<file path="config.mk">
export PLATFORM = sky130hd
export DESIGN_NAME = pds_bus_master
export DESIGN_NICKNAME = d
export VERILOG_FILES = /design/src/rtl/pds_bus_master.sv
export SDC_FILE = /design/constraint.sdc
export NUM_CORES = 1
export LEC_CHECK = 0
export ABC_CLOCK_PERIOD_IN_PS = 1700
export CAP_MARGIN = 15
export CORE_MARGIN = 2
export CORE_UTILIZATION = 40
export DETAILED_ROUTE_END_ITERATION = 8
export HOLD_SLACK_MARGIN = 0.05
export PLACE_DENSITY_LB_ADDON = 0.15
export SYNTH_ARGS = -nofsm -noshare
export SYNTH_HDL_FRONTEND = slang
export SYNTH_SLANG_ARGS = --single-unit
</file>
<file path="constraint.sdc">
create_clock -name C16M -period 1.7 [get_ports C16M]
set_input_delay 0.255 -clock C16M [delete_from_list [all_inputs] [get_ports C16M]]
set_output_delay 0.255 -clock C16M [all_outputs]
set_load 0.01 [all_outputs]
</file>
<file path="src/rtl/pds_bus_master.sv">
`timescale 1ns/1ps
// pds_bus_master: 68000-style asynchronous bus cycle sequencer driven from C16M.
// Generates C8M and the 6800 E clock, runs AS/DS strobes through S1..WAIT,
// terminates on DTACK, VPA/E-sync acknowledge, bus error or timeout.
module pds_bus_master #(
  parameter int unsigned TIMEOUT    = 64,
  parameter int unsigned TOW        = 8,
  parameter int unsigned VMA_SLOT   = 7,
  parameter int unsigned ETACK_SLOT = 16
) (
  input  logic C16M,
  input  logic RST,
  input  logic IOREQ,
  input  logic IOWE,
  input  logic IOLDS,
  input  logic IOUDS,
  input  logic nADLEEN,
  output logic IOACT,
  output logic IOERR,
  output logic C8M,
  output logic E,
  output logic nAS,
  output logic nLDS,
  output logic nUDS,
  output logic nVMA,
  input  logic nDTACK,
  input  logic nVPA,
  input  logic nBERR,
  output logic nAoutOE,
  output logic nDoutOE,
  output logic nADoutLE,
  output logic nDinLE
);

  typedef enum logic [2:0] {
    ST_IDLE = 3'd0,
    ST_S1   = 3'd1,
    ST_S2   = 3'd2,
    ST_S3   = 3'd3,
    ST_S4   = 3'd4,
    ST_WAIT = 3'd5,
    ST_TERM = 3'd6,
    ST_REC  = 3'd7
  } state_t;

  localparam logic [4:0]     ECNT_LAST = 5'd19;
  localparam logic [4:0]     E_HIGH    = 5'd12;
  localparam logic [4:0]     VMA_E     = 5'(VMA_SLOT);
  localparam logic [4:0]     ETACK_E   = 5'(ETACK_SLOT);
  localparam logic [TOW-1:0] TMO_LIM   = TOW'(TIMEOUT);

  state_t         state_q, state_d;
  logic           ioreq_q;
  logic           ioact_q, ioact_d;
  logic           ioerr_q, ioerr_d;
  logic           adoutle_q, adoutle_d;
  logic           c8m_q;
  logic [4:0]     ecnt_q, ecnt_d;
  logic           e_q;
  logic           etack_q;
  logic [TOW-1:0] tmo_q;
  logic           nvma_q;
  logic           nas_q, nlds_q, nuds_q, ndoutoe_q, ndinle_q;
  logic           nas_d, nlds_d, nuds_d, ndoutoe_d, ndinle_d;
  logic           tmo_hit;
  logic           ack_ok;

  assign tmo_hit = (tmo_q == TMO_LIM);
  assign ack_ok  = !nDTACK || etack_q;
  assign ecnt_d  = (ecnt_q == ECNT_LAST) ? 5'd0 : ecnt_q + 5'd1;

  // Next-state and transfer-status logic of the bus cycle sequencer
  always_comb begin
    state_d   = state_q;
    ioact_d   = ioact_q;
    ioerr_d   = ioerr_q;
    adoutle_d = adoutle_q;
    case (state_q)
      ST_IDLE: begin
        if (ioreq_q) begin
          ioact_d   = 1'b1;
          adoutle_d = 1'b1;
          // Start only on the C8M phase that puts S1 on a high half-clock
          if (!c8m_q) begin
            state_d = ST_S1;
            ioerr_d = 1'b0;
          end
        end else begin
          ioact_d   = 1'b0;
          adoutle_d = 1'b0;
        end
      end
      ST_S1: begin
        state_d   = ST_S2;
        ioact_d   = 1'b1;
        adoutle_d = 1'b1;
      end
      ST_S2: begin
        state_d   = ST_S3;
        ioact_d   = 1'b1;
        adoutle_d = 1'b1;
      end
      ST_S3: begin
        state_d   = ST_S4;
        ioact_d   = 1'b1;
        adoutle_d = 1'b1;
      end
      ST_S4: begin
        state_d   = ST_WAIT;
        ioact_d   = 1'b1;
        adoutle_d = 1'b1;
      end
      ST_WAIT: begin
        adoutle_d = 1'b1;
        if (c8m_q && (ack_ok || !nBERR || tmo_hit)) begin
          state_d   = ST_TERM;
          ioact_d   = 1'b0;
          adoutle_d = 1'b0;
          // Bus error beats a normal acknowledge; an acknowledge beats timeout
          ioerr_d   = !nBERR || !ack_ok;
        end
      end
      ST_TERM: begin
        state_d   = ST_REC;
        adoutle_d = 1'b0;
      end
      ST_REC: begin
        state_d   = ST_IDLE;
        adoutle_d = 1'b0;
      end
      default: begin
        state_d = ST_IDLE;
      end
    endcase
  end

  // Strobe decode from the upcoming state so registered strobes line up with it
  always_comb begin
    nas_d     = 1'b1;
    nlds_d    = 1'b1;
    nuds_d    = 1'b1;
    ndoutoe_d = 1'b1;
    ndinle_d  = 1'b1;
    if (state_d inside {ST_S1, ST_S2, ST_S3, ST_S4, ST_WAIT}) begin
      nas_d = 1'b0;
    end
    // Reads drive data strobes from S1, writes wait until data is valid in S3
    if (((state_d inside {ST_S1, ST_S2}) && !IOWE) ||
        (state_d inside {ST_S3, ST_S4, ST_WAIT})) begin
      nlds_d = !IOLDS;
      nuds_d = !IOUDS;
    end
    if (IOWE && (state_d inside {ST_S1, ST_S2, ST_S3, ST_S4, ST_WAIT, ST_TERM})) begin
      ndoutoe_d = 1'b0;
    end
    if (state_d inside {ST_S4, ST_WAIT}) begin
      ndinle_d = 1'b0;
    end
  end

  // Sequencer state, request synchronizer and transfer status
  always_ff @(posedge C16M or posedge RST) begin
    if (RST) begin
      state_q   <= ST_IDLE;
      ioreq_q   <= 1'b0;
      ioact_q   <= 1'b0;
      ioerr_q   <= 1'b0;
      adoutle_q <= 1'b0;
    end else begin
      state_q   <= state_d;
      ioreq_q   <= IOREQ;
      ioact_q   <= ioact_d;
      ioerr_q   <= ioerr_d;
      adoutle_q <= adoutle_d;
    end
  end

  // Registered bus strobes
  always_ff @(posedge C16M or posedge RST) begin
    if (RST) begin
      nas_q     <= 1'b1;
      nlds_q    <= 1'b1;
      nuds_q    <= 1'b1;
      ndoutoe_q <= 1'b1;
      ndinle_q  <= 1'b1;
    end else begin
      nas_q     <= nas_d;
      nlds_q    <= nlds_d;
      nuds_q    <= nuds_d;
      ndoutoe_q <= ndoutoe_d;
      ndinle_q  <= ndinle_d;
    end
  end

  // C8M divider and the 20-cycle E-clock phase counter
  always_ff @(posedge C16M or posedge RST) begin
    if (RST) begin
      c8m_q  <= 1'b0;
      ecnt_q <= 5'd0;
      e_q    <= 1'b0;
    end else begin
      c8m_q  <= !c8m_q;
      ecnt_q <= ecnt_d;
      e_q    <= (ecnt_d >= E_HIGH);
    end
  end

  // 6800 peripheral handshake: VMA assertion and E-synchronous acknowledge
  always_ff @(posedge C16M or posedge RST) begin
    if (RST) begin
      nvma_q  <= 1'b1;
      etack_q <= 1'b0;
    end else begin
      if (ecnt_q == 5'd0) begin
        nvma_q <= 1'b1;
      end else if ((state_q == ST_WAIT) && !nVPA && (ecnt_q == VMA_E)) begin
        nvma_q <= 1'b0;
      end
      etack_q <= (ecnt_q == ETACK_E) && !nvma_q;
    end
  end

  // Wait-state timeout: paused during a VMA cycle, saturates at the limit
  always_ff @(posedge C16M or posedge RST) begin
    if (RST) begin
      tmo_q <= '0;
    end else if (state_q != ST_WAIT) begin
      tmo_q <= '0;
    end else if (nvma_q && !tmo_hit) begin
      tmo_q <= tmo_q + 1'b1;
    end
  end

  assign IOACT    = ioact_q;
  assign IOERR    = ioerr_q;
  assign C8M      = c8m_q;
  assign E        = e_q;
  assign nAS      = nas_q;
  assign nLDS     = nlds_q;
  assign nUDS     = nuds_q;
  assign nVMA     = nvma_q;
  assign nAoutOE  = 1'b0;
  assign nDoutOE  = ndoutoe_q;
  assign nDinLE   = ndinle_q;
  // Address latch may be held open externally through nADLEEN
  assign nADoutLE = !(adoutle_q || !nADLEEN);

endmodule

</file>
==> metrics.md <==
| Metric | Value |
|---|---|
| Outcome | finished, final reports clean |
| Clock root buffer master | sky130_fd_sc_hd__clkbuf_4 |
| Post-synthesis to final-layout area growth | 28.9% |
| Clock sink count | 29 |
| Via density | 4.98 |
| Final setup violation count | 0 |
| Power Density | 1190 mW/mm^2 |
| Hold Crit Class | in -> async |
| Number of warnings printed during yosys synthesis | 0 |
| Share of synthesized registers carrying an async set or reset | 100% |
| Clock H-tree levels | 2 |
| Sum of routed wire length over all layers | 2730 um |
| Remaining antenna violation count after routing | 0 |
| Std-Cell Rows | 21 |
| Required arrival time at the worst endpoint | 1.91 ns |
| DR iter-0 viols | 22 |
| Max rail drop VDD | 0.609 mV |
| Mean area per synthesized cell | 10.4 sq um |
| Static leakage | 0.759 nW |
| Clock-pin slew reported for the worst setup and hold paths after clock tree synthesis | 0.10 ns |
| Number of global-route vias before repair | 992 |
| Post-route fraction of the period consumed by the critical path | 96.0% |
| Routed via count | 1060 |
| Overflow left after global routing | 0 |
| Type of origin of the critical path | flip-flop |
| WL/cell | 12.8 um |
| Max-capacitance violation count | 0 |
| Latest clock arrival within the worst-skew pair | 0.32 ns |
| Syn_nets | 147 |
| Gate count of the mapped netlist | 133 |
| Final hold violation count | 0 |
| Most instantiated flip-flop cell in the synthesis netlist | sky130_fd_sc_hd__dfrtp_1 |
| Pre-Repair DR Iteration Count | 4 |
| Total of flip-flops plus latches after synthesis | 29 |
| Portion of the post-synthesis area used by sequential elements | 53.2% |
| Maximum operating frequency | 0.612 GHz |
| EDFF count, synth | 0 |
| Library cells used by synthesis | 37 |
| Max Transition Viols Final | 0 |
| Final setup skew | 0.00920 ns |
| Die span in x | 62.7 um |
| RSZ-0062 raised after global routing | no |
| Share of final-layout standard cells stronger than drive strength 1 | 19.2% |
| Number of cells traversed by the worst register-to-register path | 7 |
| Net count reported at finish | 180 |
| Core region area | 0.00331 sq mm |
| GP Congestion | 0.818 |
| Die height | 62.7 um |
| Fin Setup TNS | 0 ns |
| Maximum clock insertion buffer count | 2 |
| Area enclosed by the die boundary | 0.00393 sq mm |
| Classification of the worst setup path | reg -> reg |
| Maximum number of pins on one net before global-route repair | 30 |
| Setup slack of the worst register-to-register path | 0.07 ns |
| Crit path DAT | 1.84 ns |
| Remaining design rule violation count | 0 |
| Cell area after technology mapping | 0.00138 sq mm |
| Detailed placement HPWL | 1890 um |
| Worst-path maximum fanout | 6 |
| Number of buffers inserted by hold repair at cts | 0 |
| IO buf count | 20 |
| TritonCTS clock tree | done |
| Global-route wire length before repair | 4350 um |
| Total Routing Usage GR | 14.4% |
| Layout Utilization | 53.7% |
| Min cycle time layout | 1.63 ns |
| Number of antenna violations at the first check in global routing | 0 |
| CTS buffer count | 5 |
| Antenna cells | 0 |
| Setup crit end kind | flip-flop |
| I/O pin count | 22 |
| Starting density of the core | 41.6% |
synth_stat cells (2+ instances only):
cell type / count / area, sq um
sky130_fd_sc_hd__xnor2_1: 5 / 43.8
sky130_fd_sc_hd__nand2_1: 10 / 37.5
sky130_fd_sc_hd__nand3_1: 10 / 50.1
sky130_fd_sc_hd__nor3_1: 2 / 10.0
sky130_fd_sc_hd__nor2b_1: 2 / 12.5
sky130_fd_sc_hd__buf_2: 3 / 15.0
sky130_fd_sc_hd__dfstp_2: 6 / 158
sky130_fd_sc_hd__a21oi_1: 5 / 25.0
sky130_fd_sc_hd__nand4_1: 2 / 12.5
sky130_fd_sc_hd__ha_1: 4 / 50.1
sky130_fd_sc_hd__nor2_1: 10 / 37.5
sky130_fd_sc_hd__a31oi_1: 2 / 12.5
sky130_fd_sc_hd__nand2b_1: 4 / 25.0
sky130_fd_sc_hd__or3_1: 3 / 18.8
sky130_fd_sc_hd__dfrtp_1: 23 / 576
sky130_fd_sc_hd__o21ai_0: 8 / 40.0
sky130_fd_sc_hd__xor2_1: 2 / 17.5
sky130_fd_sc_hd__and3b_1: 2 / 17.5
sky130_fd_sc_hd__inv_1: 12 / 45.0
sequential cells by signal, summed over array words and instances, names as in the netlist:
| name | count |
|---|---|
| etack_q | 1 |
| tmo_q | 8 |
| nLDS | 1 |
| IOACT | 1 |
| ioreq_q | 1 |
| nVMA | 1 |
| E | 1 |
| nDinLE | 1 |
| adoutle_q | 1 |
| nAS | 1 |
| ecnt_q | 5 |
| nUDS | 1 |
| state_q | 3 |
| IOERR | 1 |
| nDoutOE | 1 |
| C8M | 1 |
cell type report:
cell class	count	area [sq um]
Fill cell	318	1530
Sequential cell	29	733
Multi-Input combinational cell	87	607
Timing Repair Buffer	31	283
Tap cell	46	57.6
Inverter	12	45.0
Clock buffer	6	41.3
Clock inverter	2	10.0
worst paths after layout:
kind	startpoint	endpoint
max in group asynchronous	RST	nDoutOE$_DFF_PP1_
min in group C16M	IOREQ	ioreq_q$_DFF_PP0_
min	RST	C8M$_DFF_PP0_
min reg2reg	ecnt_q[0]$_DFF_PP0_	ecnt_q[0]$_DFF_PP0_
max reg2reg	tmo_q[1]$_DFFE_PP0P_	adoutle_q$_DFF_PP0_
max	tmo_q[1]$_DFFE_PP0P_	adoutle_q$_DFF_PP0_
per-stage QoR:
step | cells | setup WS [ns] | hold slack (ns) | total power, mW | area, sq um
2_1_floorplan | 133 | 0.144 | 0.286 | 1.37 | 1380
3_3_place_gp | 200 | 0.0895 | 0.481 | 1.67 | 1650
3_5_place_dp | 200 | 0.0298 | 0.492 | 1.69 | 1650
4_1_cts | 209 | 0.0175 | 0.298 | 2.10 | 1710
5_1_grt | 213 | 0.0121 | 0.317 | 2.27 | 1780
6_report | 213 | 0.0673 | 0.292 | 2.12 | 1780
kinds of logic (layout without fill, tap and decap cells):
group                    count (synthesis)  after routing  synth area share, %
AO/OA/AOI/OAI                           24             24                 12.4
XOR/XNOR                                 7              7                 4.45
adder cells (fa/ha/maj)                  4              4                 3.63
buffers and inverters                   17             51                 5.72
flip-flops                              29             29                 53.2
multiplexers                             1              1                0.726
other                                    1              1                0.272
AND/OR/NAND/NOR                         50             50                 19.6
metal layers:
layer	wire (um)	up-vias	track usage (%)
li1	-	521	-
met1	1190	520	17.0
met2	1380	15	23.3
met3	123	4	5.59
met4	34	0	6.67
met5	0	-	0
what timing repair did:
action,in CTS,in global routing
pin swaps,0,2
setup endpoints to repair,1,3
resized for setup,0,7
buffers inserted,1,4
critical path, stage by stage, from the launching register on:
cell                        delay [ns]
sky130_fd_sc_hd__dfrtp_1          0.43
sky130_fd_sc_hd__inv_2            0.09
sky130_fd_sc_hd__ha_4             0.14
sky130_fd_sc_hd__nand4bb_4        0.14
sky130_fd_sc_hd__buf_4            0.17
sky130_fd_sc_hd__o22ai_4          0.19
sky130_fd_sc_hd__nand3_2          0.15
sky130_fd_sc_hd__and3b_1          0.21
placed cells by master (no fill, tap or decap), types with 2 or more instances in the layout:
master	Yosys	routed
sky130_fd_sc_hd__clkinv_2	0	2
sky130_fd_sc_hd__xnor2_1	5	5
sky130_fd_sc_hd__nand3_1	10	10
sky130_fd_sc_hd__nand2_1	10	10
sky130_fd_sc_hd__or3_1	3	3
sky130_fd_sc_hd__o21ai_0	8	8
sky130_fd_sc_hd__xor2_1	2	2
sky130_fd_sc_hd__inv_2	0	2
sky130_fd_sc_hd__nor3_1	2	2
sky130_fd_sc_hd__a21oi_1	5	5
sky130_fd_sc_hd__and3b_1	2	2
sky130_fd_sc_hd__clkdlybuf4s50_1	0	20
sky130_fd_sc_hd__nor2b_1	2	2
sky130_fd_sc_hd__nand2b_1	4	4
sky130_fd_sc_hd__dfrtp_1	23	23
sky130_fd_sc_hd__a31oi_1	2	2
sky130_fd_sc_hd__dfstp_2	6	6
sky130_fd_sc_hd__nand4_1	2	2
sky130_fd_sc_hd__inv_1	12	10
sky130_fd_sc_hd__clkbuf_4	0	5
sky130_fd_sc_hd__ha_1	4	3
sky130_fd_sc_hd__buf_4	1	11
sky130_fd_sc_hd__nor2_1	10	10
power breakdown:
part	switching, mW	internal [mW]	total (mW)
Combinational	0.385	0.394	0.779
Clock	0.230	0.157	0.387
Sequential	0.0853	0.865	0.950
Total	0.700	1.42	2.12
(Power assumes the default switching activity.)
